### src/rtl/tetris_pkg.sv
// rtl/tetris_pkg.sv - shared state encoding and sizing for the row-clear controller
package tetris_pkg;

    localparam int DEF_ROWS      = 8;
    localparam int DEF_COLS      = 8;
    localparam int SETTLE_CNT_W  = 4;
    localparam int LAND_CNT_MAX  = 7;
    localparam int LINES_MAX     = 255;

    typedef enum logic [2:0] {
        ST_IDLE,
        ST_SCAN,
        ST_DESTRUCT,
        ST_SETTLE,
        ST_SPAWN,
        ST_OVER
    } state_t;

endpackage

### src/rtl/row_full_detect.sv
// rtl/row_full_detect.sv - full-row detection with lowest-index priority select
module row_full_detect
    import tetris_pkg::*;
#(
    parameter int ROWS  = DEF_ROWS,
    parameter int COLS  = DEF_COLS,
    parameter int IDX_W = (ROWS > 1) ? $clog2(ROWS) : 1
) (
    input  logic [ROWS*COLS-1:0] fixed,
    output logic                 any_full,
    output logic [IDX_W-1:0]     idx
);

    logic [ROWS-1:0] full;

    always_comb begin
        for (int r = 0; r < ROWS; r++) begin
            full[r] = &fixed[r*COLS +: COLS];
        end
    end

    // Walk top-down so the last assignment is the lowest full row.
    always_comb begin
        idx = '0;
        for (int r = ROWS - 1; r >= 0; r--) begin
            if (full[r]) begin
                idx = IDX_W'(r);
            end
        end
    end

    assign any_full = |full;

endmodule

### src/rtl/row_clear_ctrl.sv
// rtl/row_clear_ctrl.sv - clears full matrix rows one at a time after each landing
module row_clear_ctrl
    import tetris_pkg::*;
#(
    parameter int ROWS          = DEF_ROWS,
    parameter int COLS          = DEF_COLS,
    parameter int SETTLE_CYCLES = 1
) (
    input  logic                 clk,
    input  logic                 reset,
    input  logic [ROWS*COLS-1:0] fixed,
    input  logic                 landed_done,
    input  logic                 spawn_ack,
    output logic [ROWS-1:0]      destruct,
    output logic                 spawn_req,
    output logic                 busy,
    output logic                 game_over,
    output logic [7:0]           lines_cleared,
    output logic [2:0]           last_clear
);

    localparam int IDX_W = (ROWS > 1) ? $clog2(ROWS) : 1;
    localparam logic [SETTLE_CNT_W-1:0] SETTLE_LAST = SETTLE_CNT_W'(SETTLE_CYCLES - 1);

    state_t                  state_q, state_d;
    logic [IDX_W-1:0]        target_q, target_d;
    logic [SETTLE_CNT_W-1:0] settle_cnt_q, settle_cnt_d;
    logic [2:0]              land_cnt_q, land_cnt_d;
    logic [2:0]              last_clear_q, last_clear_d;
    logic [7:0]              lines_q, lines_d;
    logic [ROWS-1:0]         destruct_q, destruct_d;
    logic                    spawn_req_q, spawn_req_d;
    logic                    busy_q, busy_d;
    logic                    game_over_q, game_over_d;

    logic                    any_full;
    logic [IDX_W-1:0]        full_idx;
    logic                    top_occupied;

    row_full_detect #(
        .ROWS  (ROWS),
        .COLS  (COLS),
        .IDX_W (IDX_W)
    ) u_detect (
        .fixed    (fixed),
        .any_full (any_full),
        .idx      (full_idx)
    );

    assign top_occupied = |fixed[(ROWS-1)*COLS +: COLS];

    always_ff @(posedge clk or negedge reset) begin
        if (!reset) begin
            state_q <= ST_IDLE;
        end else begin
            state_q <= state_d;
        end
    end

    always_comb begin
        state_d = state_q;
        case (state_q)
            ST_IDLE:     if (landed_done) state_d = ST_SCAN;
            ST_SCAN: begin
                if (any_full)          state_d = ST_DESTRUCT;
                else if (top_occupied) state_d = ST_OVER;
                else                   state_d = ST_SPAWN;
            end
            ST_DESTRUCT: state_d = ST_SETTLE;
            ST_SETTLE:   if (settle_cnt_q == SETTLE_LAST) state_d = ST_SCAN;
            ST_SPAWN:    if (spawn_ack) state_d = ST_IDLE;
            ST_OVER:     state_d = ST_OVER;
            default:     state_d = ST_IDLE;
        endcase
    end

    // Counters and target only move on the transitions that own them.
    always_comb begin
        target_d     = target_q;
        settle_cnt_d = '0;
        land_cnt_d   = land_cnt_q;
        last_clear_d = last_clear_q;
        lines_d      = lines_q;
        if (state_q == ST_SCAN && any_full) begin
            target_d = full_idx;
        end
        if (state_q == ST_SETTLE && settle_cnt_q != SETTLE_LAST) begin
            settle_cnt_d = settle_cnt_q + SETTLE_CNT_W'(1);
        end
        if (state_q == ST_DESTRUCT) begin
            if (lines_q != 8'(LINES_MAX))    lines_d    = lines_q + 8'd1;
            if (land_cnt_q != 3'(LAND_CNT_MAX)) land_cnt_d = land_cnt_q + 3'd1;
        end
        if (state_q == ST_SCAN && state_d == ST_SPAWN) begin
            last_clear_d = land_cnt_q;
            land_cnt_d   = '0;
        end
    end

    // Outputs decoded from the next state so they come straight off flops.
    always_comb begin
        destruct_d  = '0;
        spawn_req_d = (state_d == ST_SPAWN);
        busy_d      = (state_d != ST_IDLE);
        game_over_d = (state_d == ST_OVER);
        for (int i = 0; i < ROWS; i++) begin
            destruct_d[i] = (state_d == ST_DESTRUCT) && (i >= int'(target_d));
        end
    end

    always_ff @(posedge clk or negedge reset) begin
        if (!reset) begin
            target_q     <= '0;
            settle_cnt_q <= '0;
            land_cnt_q   <= '0;
            last_clear_q <= '0;
            lines_q      <= '0;
            destruct_q   <= '0;
            spawn_req_q  <= 1'b0;
            busy_q       <= 1'b0;
            game_over_q  <= 1'b0;
        end else begin
            target_q     <= target_d;
            settle_cnt_q <= settle_cnt_d;
            land_cnt_q   <= land_cnt_d;
            last_clear_q <= last_clear_d;
            lines_q      <= lines_d;
            destruct_q   <= destruct_d;
            spawn_req_q  <= spawn_req_d;
            busy_q       <= busy_d;
            game_over_q  <= game_over_d;
        end
    end

    assign destruct      = destruct_q;
    assign spawn_req     = spawn_req_q;
    assign busy          = busy_q;
    assign game_over     = game_over_q;
    assign lines_cleared = lines_q;
    assign last_clear    = last_clear_q;

endmodule

### config.mk
export PLATFORM = sky130hd
export DESIGN_NAME = row_clear_ctrl
export DESIGN_NICKNAME = d
export VERILOG_FILES = /design/src/rtl/tetris_pkg.sv /design/src/rtl/row_full_detect.sv /design/src/rtl/row_clear_ctrl.sv
export SDC_FILE = /design/constraint.sdc
export NUM_CORES = 1
export LEC_CHECK = 0
export CORE_ASPECT_RATIO = 1.75
export CORE_MARGIN = 1
export CORE_UTILIZATION = 25
export DETAILED_ROUTE_END_ITERATION = 16
export DONT_BUFFER_PORTS = 1
export SLEW_MARGIN = 25
export SYNTH_ARGS = -nofsm -noshare
export SYNTH_HDL_FRONTEND = slang
export SYNTH_HIERARCHICAL = 1
export SYNTH_SLANG_ARGS = --single-unit
### constraint.sdc
create_clock -name clk -period 3 [get_ports clk]
set_clock_uncertainty 0.15 [all_clocks]
set_input_delay 0.3 -clock clk [delete_from_list [all_inputs] [get_ports clk]]
set_output_delay 0.3 -clock clk [all_outputs]
set_load 0.02 [all_outputs]
* Yosys cells after proc, flatten, opt, wreduce, memory -nomap -nowiden
Index checks and enable logic that the tools add are counted.
** Word-level totals
- Flip-flop bits (word level) :: 35
- Bits in latches :: 0
- Bits in writable memories :: 0
- Memory bits (read-only) :: 0
- Bits of input ports :: 68
- Output and inout port bits :: 22
- Logic and storage cells :: 77
- Memories kept :: 0
** Cells by class
- Add/sub/neg operators :: 3
- Multiply operators :: 0
- Divide/modulo/power cells :: 0
- Order comparisons :: 7
- Equal/unequal tests :: 10
- Shift operators :: 0
- Muxes and demuxes :: 19
- Bitwise gates (word level) :: 0
- Reduce and logical (&&, ||, !) cells :: 28
** Operator list (count)
- $reduce_and A8 Y1 :: 8
- $mux W3 :: 16
- $pmux W3 S6 :: 1
- $reduce_or A8 Y1 :: 2
- $eq A3 B3 Y1 const B :: 4
- $logic_and A1 B1 Y1 :: 10
- $eq A3 B2 Y1 const B :: 3
- $ge A3 B3 Y1 const A :: 3
- $add A8 B1 Y8 const B :: 1
- $ne A8 B8 Y1 const B :: 1
- $ge A1 B3 Y1 const A :: 2
- $ge A2 B3 Y1 const A :: 2
- $add A4 B1 Y4 const B :: 1
- $logic_not A4 Y1 :: 1
- $mux W4 :: 1
- $reduce_and A2 Y1 :: 2
- $reduce_bool A2 Y1 :: 2
- $reduce_bool A4 Y1 :: 1
- $add A3 B1 Y3 const B :: 1
- $eq A3 B1 Y1 const B :: 1
- $logic_not A3 Y1 :: 1
- $ne A3 B3 Y1 const B :: 1
- $reduce_bool A3 Y1 :: 1
- $mux W1 :: 1

* Logic depth before layout (Yosys ltp)
Gate-level depths: netlist of run 1.
- Depth after elaboration :: 12
- Mapped depth :: 8
- Depth with buffers taken out :: 7

* Hierarchy
Netlist of run 1, hierarchy kept.
** Modules (own cells, without submodules)
- row_clear_ctrl :: instances 1, cells each 125, area an instance 1375.1 um2, seq. area each 800.8 um2
- row_full_detect :: instances 1, cells each 38, area an instance 221.5 um2, seq. area each 0.0 um2

* Worst setup path before layout of run 1
Ideal clock, no wire load.
- Path kind :: input to register
- Start point :: input fixed[7]
- End point :: register last_clear_q[0], in the netlist last_clear[0]
- Library setup time :: 0.125 ns
- Arrival :: 1.797 ns
- Data required time :: 2.725 ns
- Setup slack :: 0.928 ns
- Stages on the path :: 8
- Buffers on the path :: 1
- Cells stage by stage :: nand4_1 -> nor2_1 -> nor4_1 -> nand2_1 -> nor4_1 -> nor2b_1 -> clkbuf_1 -> mux2_2
** On the way
- Word-level cells in the longest chain between the ends :: 6
** RTL lines
- start: declaration :: line row_clear_ctrl.sv:11 : input logic [ROWS*COLS-1:0] fixed,
- $reduce_and A8 Y1 :: line row_full_detect.sv:18 : full[r] = &fixed[r*COLS +: COLS];
- $reduce_or A8 Y1 :: line row_full_detect.sv:32 : assign any_full = |full;
- via any_full :: line row_clear_ctrl.sv:36 : logic any_full;
- $mux W3 :: line row_clear_ctrl.sv:65 : if (any_full) state_d = ST_DESTRUCT;
- $pmux W3 S6 :: line row_clear_ctrl.sv:62 : case (state_q)
- $eq A3 B3 Y1 :: line row_clear_ctrl.sv:94 : if (state_q == ST_SCAN && state_d == ST_SPAWN) begin
- $logic_and A1 B1 Y1 :: line row_clear_ctrl.sv:94
- end signal: assignment :: line row_clear_ctrl.sv:126 : last_clear_q <= last_clear_d;
- end: declaration :: line row_clear_ctrl.sv:29 : logic [2:0] last_clear_q, last_clear_d;
The timed path passes the listed nets, and every way through them passes these cells.
A chain may end at the register's enable or synchronous reset.

* Final worst setup path of run 1
- Start point :: input fixed[7]
- End point :: register last_clear_q[1], in the netlist last_clear[1]
The elaborated chain is that of the path after synthesis.

==> metrics.csv, run 1 <==
stage,metric,value,unit
run_status,status,"finished, final reports clean",
synthesis,Syn Area/Cell,9.795,um^2
setup_path,R2R Setup Slk,1.09,ns
sta,Rel. slew slack,67.04,%
hold_path,Hold WC Path Type,in2reg,
run,max cap viols,0,
synthesis,Netlist cell types,41,
route,WL/cell,14.51,um
global_route,initial antenna violation count,0,
clock_tree,clk sink count,32,
setup_path,slowest CP cell,nor2b_1,
power_and_ir_drop,clock power share,33.3,%
setup_path,CP Data Required Time,3.01,ns
power_and_ir_drop,Int Pwr,0.6614,mW
die,core area,0.006181,mm^2
power_and_ir_drop,Switching Fraction,25.77,%
setup_path,crit path to,last_clear[1]$_DFFE_PN0P_,
route,DRC,0,
cells_and_area,ratio of cells with drive above 1 in the final layout,10.65,%
synthesis,total of warnings raised by yosys,6,
synthesis,most instantiated cells after synthesis,"dfrtp_1 (32), nor2_1 (21), nand4_1 (17)",
clock_tree,# resized after CTS,0,
global_route,GRT Util Overall,11.41,%
sta,Final Max Slew Viols,0,
sta,Final setup viols,0,
synthesis,Post-Syn Area,0.001597,mm^2
route,antenna violation net count after detailed routing,0,
die,Die W,62.41,um
power_and_ir_drop,sequential power share,56.9,%
setup_path,Crit Path Class,in2reg,
clock_tree,clk_lat worst skew,0.27,ns
synthesis,Yosys top cell by area,dfrtp_1,
setup_path,CP Max Fanout,6,
setup_path,worst setup path startpoint,fixed[7],
die,Die ar.,0.006722,mm^2
cells_and_area,filler instances,660,
global_route,largest net degree at the start of global routing,33,
setup_path,critical path cell sequence,nand4_1 -> nor2_1 -> nor4_1 -> nand2_1 -> nor4_1 -> nor2b_1 -> mux2_2,
clock_tree,CTS Root Buffer Type,clkbuf_8,
setup_path,R2R Path Start,state_q[2]$_DFF_PN0_,
synthesis,Mapped Nets,236,
cells_and_area,Synth-to-Final Area Change,12.54,%
power_and_ir_drop,Comb power frac,9.8,%
place,GPL Wtd Cong,0.7998,
sta,Slew @ Worst Pin,0.4935,ns
setup_path,worst r2r dst,last_clear[1]$_DFFE_PN0P_,
sta,RSZ-0062 raised after global routing,false,
clock_tree,H-Tree Level Count,2,
sta,Fmax,470.0,MHz
global_route,vias in the first global route,1255,
sta,Tcrit/Tclk final,70.92,%
die,die outline height,107.7,um
cells_and_area,Nets,242,
setup_path,CP Buf/Inv Count,0,
die,Site Rows,38,
setup_path,Crit path max-delay family,simple AND/OR/NAND/NOR gates,
clock_tree,clock tree buffer depth,2,
power_and_ir_drop,Max VDD drop,0.0001990,V
clock_tree,Hold Buf Count CTS,2,
synthesis,"EDFF count, synth",0,
setup_path,worst path arrival time,2.14,ns
setup_path,Max stage delay on crit path,0.46,ns
setup_path,Setup crit end kind,flop,
die,Initial Utilization,25.83,%
clock_tree,TritonCTS clock tree,done,
route,via count,1278,
clock_tree,Post-CTS Setup Inserts,0,
synthesis,sequential-to-total area share from yosys stat,50.16,%
sta,hold slack,0.1811,ns
setup_path,WP depth,7,
setup_path,startpoint types,input port,
synthesis,asr flop ratio synth,100.0,%
place,port buffer count,0,
setup_path,most common cell type on the critical path,nor4_1,
global_route,total global routing overflow,0,
synthesis,Yosys top cell area share,50.16,%
route,initial DRC count,41,
power_and_ir_drop,leakage power,0.7617,nW
synthesis,"top cells by area, synth","dfrtp_1 (50%), nand4_1 (6.7%), nor2_1 (4.9%)",
synthesis,ys flop type,dfrtp_1,
sta,TNS Setup,0,ns
power_and_ir_drop,Sw Pwr,0.2297,mW
place,hpwl dp,2942,um
clock_tree,cts bufs inserted,5,
synthesis,Yosys reg bits,32,
sta,Final Hold Vio Count,0,
clock_tree,"CTS clk-pin slew, worst paths",0.06,ns
cells_and_area,antenna cells,0,
route,drt via density,5.133,
die,Ports,90,
power_and_ir_drop,Power Dens Cells,495.9,mW/mm^2
global_route,first-pass GRT wire length,5644,um
synthesis,"count leader, synth",dfrtp_1,
hold_path,Hold Startpoint,spawn_ack,
route,total wire length,3614,um
setup_path,cells on worst reg2reg path,3,
route,Pre-antenna DRT Iters,4,
synthesis,Cells after Synth,163,
sta,Final Critical Period,2.128,ns
[layout make-up]
cell class	count	area, um^2	area share (%)
clock buffer	6	72.57	4.039
timing repair buffer	3	37.54	2.089
sequential	32	800.8	44.57
clock inverter	1	5.005	0.2786
tap	80	100.1	5.571
multi-input combinational	120	754.5	41.99
inverter	7	26.28	1.462
[routing by layer]
metal	wire (um)	GRT usage, %	share of wire [%]
met2	1984	21.89	55
met1	1172	9.703	32
met5	0	0	0
met3	298	3.284	8.2
met4	159	8.306	4.4
[worst min path at each step]
| stage | endpoint | slack (ns) | depth (start not counted) |
|---|---|---|---|
| after floorplan | busy$_DFF_PN0_ | -0.15 | 0 |
| after global placement | lines_cleared[7]$_DFFE_PN0P_ | -0.14 | 0 |
| after detailed placement | lines_cleared[7]$_DFFE_PN0P_ | -0.14 | 0 |
| after CTS | state_q[2]$_DFF_PN0_ | 0.17 | 3 |
| after global routing | state_q[0]$_DFF_PN0_ | 0.22 | 2 |
| final | state_q[2]$_DFF_PN0_ | 0.18 | 3 |
[sequential cells by signal, summed over array words and instances (netlist names)]
name and flops:
busy 1, destruct 8, game_over 1, land_cnt_q 3, last_clear 3, lines_cleared 8
settle_cnt_q 4, spawn_req 1, state_q 3
[stage by stage]
stage	total power, mW	utilization, %	setup WS [ns]	instances	instance area [um^2]
after detailed placement	0.5918	27.33	0.5002	240	1689
final	0.8910	29.07	0.8725	249	1797
after global placement	0.5907	27.33	0.5588	240	1689
after CTS	0.9094	29.07	0.7966	249	1797
after floorplan	0.5703	-	0.9283	163	1597
after global routing	0.9420	29.07	0.5954	249	1797
[logic make-up (layout without fill, tap and decap cells)]
family	Yosys count	in the layout	share of synthesized area (%)
fa+ha+maj	5	5	3.918
flops	32	32	50.16
mux	7	7	4.859
buf+inv	11	17	2.586
xor+xnor	4	4	2.195
compound gates	26	26	10.19
simple gates	78	78	26.10
[worst reg2reg max path, stage by stage, from the launching register on]
cell	delay, ns
dfrtp_1	0.44
nor4_1	0.35
nor2b_1	0.46
mux2_2	0.39
[power by group through the flow]
stage / combinational (mW) / clock, mW / sequential (mW)
floorplan: 0.0642 / 0 / 0.506
global placement: 0.0749 / 0 / 0.516
detailed placement: 0.0754 / 0 / 0.516
CTS: 0.0887 / 0.313 / 0.508
global route: 0.103 / 0.329 / 0.510
finish: 0.0872 / 0.297 / 0.507
[cell usage in the layout (no fill, tap or decap), drive strengths merged, types with 3 or more instances in the layout]
master / count
dfrtp: 32
nor2: 21
nand4: 17
a21oi: 10
nand2: 9
o21ai: 7
inv: 7
nor4: 6
mux2: 6
clkbuf: 6
nand3: 5
ha: 5
nor2b: 3
or2: 3
(Power assumes the default switching activity.)
==> run 2, diff against run 1 <==
clock period = 1.9 ns   (was 3 ns; I/O delays follow)
==> run 2 against run 1 <==
Compared with the run above:
- non-clock buffer count rose by 19
- cell count rose by 8.0%
- cell area rose by 11%
- sequential power rose by 57%
- global-route usage rose by 0.70 points
- wire length rose by 4.3%
- total power rose by 81%
==> metrics.csv, run 2 (synthesized netlist as in run 1, its figures left out) <==
stage,metric,value,unit
run_status,status,"finished, final reports clean",
clock_tree,"CTS clk-pin slew, worst paths",0.07,ns
sta,Final setup viols,0,
die,die outline height,107.7,um
clock_tree,H-Tree Level Count,2,
die,Site Rows,38,
clock_tree,clock tree buffer depth,2,
die,core area,0.006181,mm^2
cells_and_area,ratio of cells with drive above 1 in the final layout,21.69,%
die,Die ar.,0.006722,mm^2
setup_path,CP Data Required Time,1.90,ns
power_and_ir_drop,clock power share,39.9,%
clock_tree,clk sink count,32,
setup_path,R2R Path Start,state_q[0]$_DFF_PN0_,
sta,Slew @ Worst Pin,0.4336,ns
clock_tree,TritonCTS clock tree,done,
route,WL/cell,14.01,um
route,via count,1369,
cells_and_area,"leading cell types in the layout, fill and taps excluded","dfrtp_1 (31), nor2_1 (21), buf_4 (20)",
power_and_ir_drop,sequential power share,49.5,%
setup_path,Crit Path Class,reg2reg,
sta,Fmax,550.6,MHz
cells_and_area,Nets,261,
power_and_ir_drop,Tot Pwr,1.609,mW
route,initial DRC count,35,
global_route,vias in the first global route,1424,
hold_path,Hold EP,state_q[0]$_DFF_PN0_,
die,Initial Utilization,25.83,%
global_route,largest net degree at the start of global routing,33,
clock_tree,clk_lat worst skew,0.28,ns
power_and_ir_drop,Sw Pwr,0.4096,mW
route,Pre-antenna DRT Iters,4,
sta,Final Max Slew Viols,0,
clock_tree,Post-CTS Setup Inserts,0,
sta,post-layout worst setup margin,0.08388,ns
hold_path,Hold Startpoint,landed_done,
power_and_ir_drop,leakage power,0.8737,nW
place,GPL Wtd Cong,0.8279,
global_route,first-pass GRT wire length,6147,um
setup_path,R2R Setup Slk,0.08,ns
setup_path,cells on worst reg2reg path,4,
hold_path,Hold WC Path Type,in2reg,
power_and_ir_drop,Int Pwr,1.199,mW
cells_and_area,fin area,0.001988,mm^2
die,Die W,62.41,um
sta,Rel. slew slack,71.04,%
route,DRC,0,
sta,hold slack,0.08729,ns
sta,Final Critical Period,1.816,ns
global_route,total global routing overflow,0,
power_and_ir_drop,Switching Fraction,25.45,%
power_and_ir_drop,Power Dens Cells,809.3,mW/mm^2
cells_and_area,fin util,32.17,%
hold_path,hold depth,2,
sta,Final Hold Vio Count,0,
setup_path,worst r2r dst,busy$_DFF_PN0_,
route,drt via density,5.089,
cells_and_area,"most common cell after layout, fill and taps aside",dfrtp_1,
setup_path,Setup crit end kind,flop,
place,port buffer count,0,
run,max cap viols,0,
setup_path,startpoint types,flop,
cells_and_area,antenna cells,0,
setup_path,CP Max Fanout,6,
cells_and_area,Synth-to-Final Area Change,24.53,%
place,hpwl dp,2999,um
route,total wire length,3770,um
place,dpl cell area,0.001832,mm^2
global_route,GRT Util Overall,12.11,%
route,antenna violation net count after detailed routing,0,
sta,Tcrit/Tclk final,95.59,%
clock_tree,CTS Root Buffer Type,clkbuf_8,
global_route,initial antenna violation count,0,
clock_tree,cts bufs inserted,5,
die,Ports,90,
place,Setup WS pre-CTS,-0.1485,ns
power_and_ir_drop,Comb power frac,10.6,%
power_and_ir_drop,Max VDD drop,0.0002937,V
setup_path,worst path arrival time,1.82,ns
==> run 2: layout make-up <==
type                       instances  area (um^2)
fill                             665         4193
sequential                        32        802.0
multi-input combinational        120        772.0
timing repair buffer              22        180.2
tap                               80        100.1
clock buffer                       6        72.57
clock inverter                     2        35.03
inverter                           7        26.28
==> run 2: worst max path at each step <==
stage | from | endpoint | slack, ns | cells after the start
floorplan | fixed[7] | last_clear[0]$_DFFE_PN0P_ | 0.006 | 8
global placement | fixed[7] | last_clear[0]$_DFFE_PN0P_ | -0.17 | 9
detailed placement | fixed[7] | last_clear[1]$_DFFE_PN0P_ | -0.15 | 9
CTS | state_q[2]$_DFF_PN0_ | last_clear[1]$_DFFE_PN0P_ | 0.08 | 5
global route | state_q[0]$_DFF_PN0_ | busy$_DFF_PN0_ | -0.004 | 4
finish | state_q[0]$_DFF_PN0_ | busy$_DFF_PN0_ | 0.08 | 4
==> run 2: per-stage QoR <==
step,setup TNS (ns),cells
4_1_cts,0,269
3_3_place_gp,-0.6193,259
5_1_grt,-0.005612,269
2_1_floorplan,0,163
3_5_place_dp,-0.5729,259
6_report,0,269
==> run 2: per-layer routing <==
metal | share of wire, % | GRT usage [%]
met1 | 33 | 10.82
met5 | 0 | 0
met3 | 8.0 | 3.178
met4 | 2.4 | 7.475
met2 | 56 | 23.45
==> run 2: power by group through the flow <==
stage,Clock (mW),Sequential [mW],Combinational [mW]
4_1_cts,0.666,0.799,0.158
6_report,0.641,0.797,0.171
3_3_place_gp,0,0.812,0.135
5_1_grt,0.690,0.806,0.196
2_1_floorplan,0,0.799,0.101
3_5_place_dp,0,0.812,0.136
==> run 2: timing repair <==
action	CTS	global route
hold buffers	2	0
gates resized for setup	0	4
hold endpoints to repair	32	0
endpoints found under the setup margin	0	3
==> run 2: worst max-delay path, cell delays in order, from the launching register on <==
cell and delay, ns:
dfrtp_1 0.43, inv_2 0.08, a211o_1 0.26, a22o_1 0.22, or4b_1 0.54
